[src/rtl/axis_bram_capture.sv]
// AXI4-Stream sink that captures one armed frame into a BRAM write port.
// Optional: define BRAM_CAPTURE_SYNC_EN to align capture to the next frame start.
module axis_bram_capture #(
    parameter int DATA_WIDTH = 24,
    parameter int ADDR_WIDTH = 12
) (
    input  logic                        aclk,
    input  logic                        aresetn,
    input  logic                        arm,
    input  logic [ADDR_WIDTH-1:0]       depth,
    input  logic [DATA_WIDTH-1:0]       s_axis_tdata,
    input  logic                        s_axis_tvalid,
    input  logic                        s_axis_tlast,
    output logic                        s_axis_tready,
    output logic [DATA_WIDTH-1:0]       bram_wrdata,
    output logic [ADDR_WIDTH-1:0]       bram_addr,
    output logic [(DATA_WIDTH+7)/8-1:0] bram_we,
    output logic                        bram_en,
    output logic                        bram_clk,
    output logic                        busy,
    output logic                        done,
    output logic [ADDR_WIDTH:0]         beat_count
);

    localparam int WE_W = (DATA_WIDTH + 7) / 8;
    localparam logic [ADDR_WIDTH:0] CNT_ONE = {{ADDR_WIDTH{1'b0}}, 1'b1};

    typedef enum logic [1:0] {
        S_IDLE,
        S_WAIT_SOF,
        S_CAPTURE,
        S_DONE
    } state_t;

`ifdef BRAM_CAPTURE_SYNC_EN
    localparam state_t ARM_STATE = S_WAIT_SOF;
`else
    localparam state_t ARM_STATE = S_CAPTURE;
`endif

    state_t                 state_q, state_d;
    logic                   tready_q, tready_d;
    logic                   busy_q, busy_d;
    logic                   done_q, done_d;
    logic                   en_q, en_d;
    logic [WE_W-1:0]        we_q, we_d;
    logic [DATA_WIDTH-1:0]  wrdata_q, wrdata_d;
    logic [ADDR_WIDTH-1:0]  addr_q, addr_d;
    logic [ADDR_WIDTH:0]    count_q, count_d;
    logic [ADDR_WIDTH-1:0]  depth_q, depth_d;
    logic                   accept;
    logic                   final_beat;

    assign accept     = s_axis_tvalid & tready_q;
    assign final_beat = s_axis_tlast | (count_q == {1'b0, depth_q});

    // Next-state: arm restarts from anywhere, accepted beats fill BRAM
    always_comb begin
        state_d  = state_q;
        done_d   = done_q;
        en_d     = 1'b0;
        we_d     = '0;
        wrdata_d = wrdata_q;
        addr_d   = addr_q;
        count_d  = count_q;
        depth_d  = depth_q;
        if (arm) begin
            state_d = ARM_STATE;
            count_d = '0;
            done_d  = 1'b0;
            depth_d = depth;
        end else begin
            case (state_q)
`ifdef BRAM_CAPTURE_SYNC_EN
                S_WAIT_SOF: begin
                    if (accept && s_axis_tlast) begin
                        state_d = S_CAPTURE;
                    end
                end
`endif
                S_CAPTURE: begin
                    if (accept) begin
                        wrdata_d = s_axis_tdata;
                        addr_d   = count_q[ADDR_WIDTH-1:0];
                        we_d     = '1;
                        en_d     = 1'b1;
                        count_d  = count_q + CNT_ONE;
                        if (final_beat) begin
                            state_d = S_DONE;
                            done_d  = 1'b1;
                        end
                    end
                end
                default: ;
            endcase
        end
        tready_d = (state_d == S_WAIT_SOF) || (state_d == S_CAPTURE);
        busy_d   = tready_d;
    end

    // State and registered outputs
    always_ff @(posedge aclk or negedge aresetn) begin
        if (!aresetn) begin
            state_q  <= S_IDLE;
            tready_q <= 1'b0;
            busy_q   <= 1'b0;
            done_q   <= 1'b0;
            en_q     <= 1'b0;
            we_q     <= '0;
            wrdata_q <= '0;
            addr_q   <= '0;
            count_q  <= '0;
            depth_q  <= '0;
        end else begin
            state_q  <= state_d;
            tready_q <= tready_d;
            busy_q   <= busy_d;
            done_q   <= done_d;
            en_q     <= en_d;
            we_q     <= we_d;
            wrdata_q <= wrdata_d;
            addr_q   <= addr_d;
            count_q  <= count_d;
            depth_q  <= depth_d;
        end
    end

    assign s_axis_tready = tready_q;
    assign bram_wrdata   = wrdata_q;
    assign bram_addr     = addr_q;
    assign bram_we       = we_q;
    assign bram_en       = en_q;
    assign bram_clk      = aclk;
    assign busy          = busy_q;
    assign done          = done_q;
    assign beat_count    = count_q;

endmodule

[config.mk]
export PLATFORM = sky130hd
export DESIGN_NAME = axis_bram_capture
export DESIGN_NICKNAME = d
export VERILOG_FILES = /design/src/rtl/axis_bram_capture.sv
export SDC_FILE = /design/constraint.sdc
export NUM_CORES = 1
export LEC_CHECK = 0
export ABC_AREA = 1
export BUFFER_PORTS_ARGS = -buffer_cell sky130_fd_sc_hd__buf_4
export CAP_MARGIN = 0
export CORE_MARGIN = 5
export CORE_UTILIZATION = 25
export CTS_BUF_LIST = sky130_fd_sc_hd__clkbuf_2 sky130_fd_sc_hd__clkbuf_4 sky130_fd_sc_hd__clkbuf_8
export DETAILED_ROUTE_END_ITERATION = 10
export PLACE_DENSITY = 0.44
export SETUP_SLACK_MARGIN = 0.2
export SYNTH_ARGS = -nofsm -noshare
export SYNTH_HDL_FRONTEND = slang
export SYNTH_SLANG_ARGS = --single-unit
[constraint.sdc]
create_clock -name aclk -period 3.6 [get_ports aclk]
set_clock_uncertainty 0.1 [all_clocks]
set_input_delay 0.18 -clock aclk [delete_from_list [all_inputs] [get_ports aclk]]
set_output_delay 0.18 -clock aclk [all_outputs]
set_load 0.005 [all_outputs]
### Word-level counts from Yosys, hierarchy flattened

Index checks and enable logic that the tools add are counted.

* register bits after elaboration: 69
* input bits: 41
* word-level logic and storage cells: 41

* mux-type cells: 17
* reductions and logical operators: 7
* $add $sub $neg: 1
* bitwise logic cells: 3
* eq/ne operators: 4

Operators by type and width (number)
* $mux 13: 3
* $add 13x1->13 const B: 1
* $eq 13x12->1: 1
* $mux 3: 3
* $mux 2: 4
* $mux 1: 7
* $reduce_and 3->1: 2
* $reduce_bool 2->1: 3
* $eq 2x2->1 const B: 2
* $eq 2x1->1 const B: 1
* $reduce_and 2->1: 1
* $and 1x1->1: 1
* $logic_or 1x1->1: 1
* $not 1->1: 1
* $or 1x1->1: 1

### Longest topological paths before layout

* depth in word-level cells: 8
* gate-level depth with buffers: 13

==> impl_metrics.ini <==
[routing]
drtIter0Drc = 152
firstDrtPassIters = 4
wl_met1_um = 3910
wl_per_cell_um = 12.9
drt-total-wl_um = 8110
vias = 2595
met2_wirelength_um = 3520
top_layer_used = met4
drc = 0
ant_nets = 0
wl_met3_um = 659
vias_per_cell = 4.12

[grt]
antenna_found_initial = 0
grt_max_degree = 67
grt_first_pass_wirelength_um = 12700
grt_pass1_vias = 2610
grt-ovfl-total = 0
track_usage = 0.119

[critical_path]
max_stage_delay_ps = 120
worstRegToRegCells = 8
path_delay_family = buffers and inverters
worstPathCellList = clkbuf_8 > clkbuf_8 > buf_4
cp.required_ps = 3320
worstSetupPathType = clk -> out
cp_max_fo = 2
cp_common_cell = clkbuf_8
start_kind = clock port
crit_cells = 3
critPathSlowestCell = clkbuf_8
path_buf_inv = 3
critPathArrivalTime_ps = 2150
crit_path_end_kind = primary output

[layout]
antenna_cells = 0
layout_common_cells = nand2_1, buf_4, dfrtp_1, dlygate4sd3_1, inv_1
nets = 524
synthToLayoutAreaGrowth_pct = 51.5
final_common_cell = nand2_1
drive_gt1_frac = 0.259

[yosys]
synth_edf_count = 0
syn_nets = 390
synth-seq-area-share = 0.574
synthCells = 348
syn_area_mm2 = 0.00288
yosys_warnings = 0
yosys.cell_types.count = 25
syn_area_per_cell_um2 = 8.27
async_flop_share = 1.00
synth_ff_type = dfrtp_1
synth-seq-cells = 66

[cts]
cts-resized-gates = 0
insertion_delay_ps = 440
clkTransAtPathRegs_ps = 80
cts_tree = built

[power_and_ir_drop]
power_leakage_uw = 0.00225
peakVddDrop_uv = 301
power_density_mw_per_mm2 = 472

[timing]
drv_slew = 0
setup_viol = 0
tns_ps = 0
hold_slack_ps = 8.14
worst_pin_slew_ps = 843
rsz0062_at_grt = false
hold_violations = 0
slew_headroom = 0.438

[place]
dp_hpwl_um = 5640
place.gp.congestion = 0.774
portBuffers = 97

[floorplan]
die_area_mm2 = 0.0138
die_h_um = 117
die_width_um = 117
ioPinCount = 98
initial_utilization = 0.253
core_mm2 = 0.0114
rows = 39

[status]
outcome = completed

[run]
drv_cap = 0

[hold_path]
whs_path_depth = 3
hp-class = in -> reg
[where the power goes]
group / internal [uW] / switching [uW]
Sequential: 815 / 44.3
Combinational: 174 / 144
Clock: 566 / 316
Total: 1550 / 504
[metrics by stage]
step,area [um2],util,power [uW],setup WS [ps],std cells
6_report,4360,0.383,2060,1170,630
3_3_place_gp,3690,0.324,1180,1410,573
3_5_place_dp,3690,0.324,1180,1410,573
4_1_cts,4360,0.383,2100,1160,630
2_1_floorplan,2880,-,1010,1410,348
5_1_grt,4360,0.383,2180,1160,630
[path summary, 6_finish.rpt]
kind	startpoint	end	slack (ps)
worst max register to register	busy$_DFF_PN0_	beat_count[0]$_DFFE_PN0P_	1560
max in group asynchronous	aresetn	depth_q[6]$_DFFE_PN0P_	2550
worst min-delay path	arm	depth_q[8]$_DFFE_PN0P_	8
worst min register to register	bram_wrdata[18]$_DFFE_PN0P_	bram_wrdata[18]$_DFFE_PN0P_	370
worst max-delay path	aclk	bram_clk	1170
min in group asynchronous	aresetn	bram_wrdata[22]$_DFFE_PN0P_	300
[cells by family (layout without fill, tap and decap cells)]
kind of cell               after synthesis  in the layout  synth area share
adders and majority gates                1              1           0.00435
DFF                                     66             66             0.574
and+or+nand+nor                        190            190             0.263
buffers and inverters                   50            189            0.0809
AOI/OAI and AO/OA                       39             39            0.0713
xor gates and xnor gates                 2              2           0.00609
[sequential cells by signal (all words and copies together), names as in the netlist]
register     cells
beat_count      13
bram_we          1
bram_addr       12
bram_wrdata     24
busy             1
state_q          2
depth_q         12
done             1
[cell usage after synthesis (all sizes together), types with 2 or more instances]
cell / n / area (um2)
nand2: 156 / 586
dfrtp: 66 / 1650
inv: 34 / 128
o21ai: 29 / 145
nor2: 21 / 88.8
buf: 12 / 90.1
nand3: 8 / 40.0
a21oi: 6 / 30.0
clkbuf: 4 / 15.0
nor3: 4 / 36.3
xnor2: 2 / 17.5
[per-layer routing]
layer  vias up  track usage
met1      1161        0.158
met3         2       0.0272
met4         0       0.0436
met5         -            0
met2        89        0.189
li1       1343            -
[what timing repair did]
action	4_1_cts	5_1_grt
setup endpoints to repair	0	0
setup buffers	0	0
hold buffers	38	0
hold endpoints to repair	103	0
[worst reg2reg max path, cell delays in order (launching register included)]
cell,delay [ps]
dfrtp_1,390
nand2_1,130
nor3_4,60
inv_2,90
nor2_4,30
buf_4,240
inv_2,590
nor2_1,130
o21bai_1,190
[layout make-up]
| class | instances | area (um2) |
|---|---|---|
| clock buffers | 14 | 186 |
| well taps | 143 | 179 |
| flip-flops and latches | 66 | 1650 |
| repair buffers | 135 | 1110 |
| multi-input cells | 232 | 992 |
| inverters | 34 | 128 |
| fillers | 1158 | 7010 |
| clock inverters | 6 | 113 |
No activity file was read; power rests on OpenSTA's default activity.
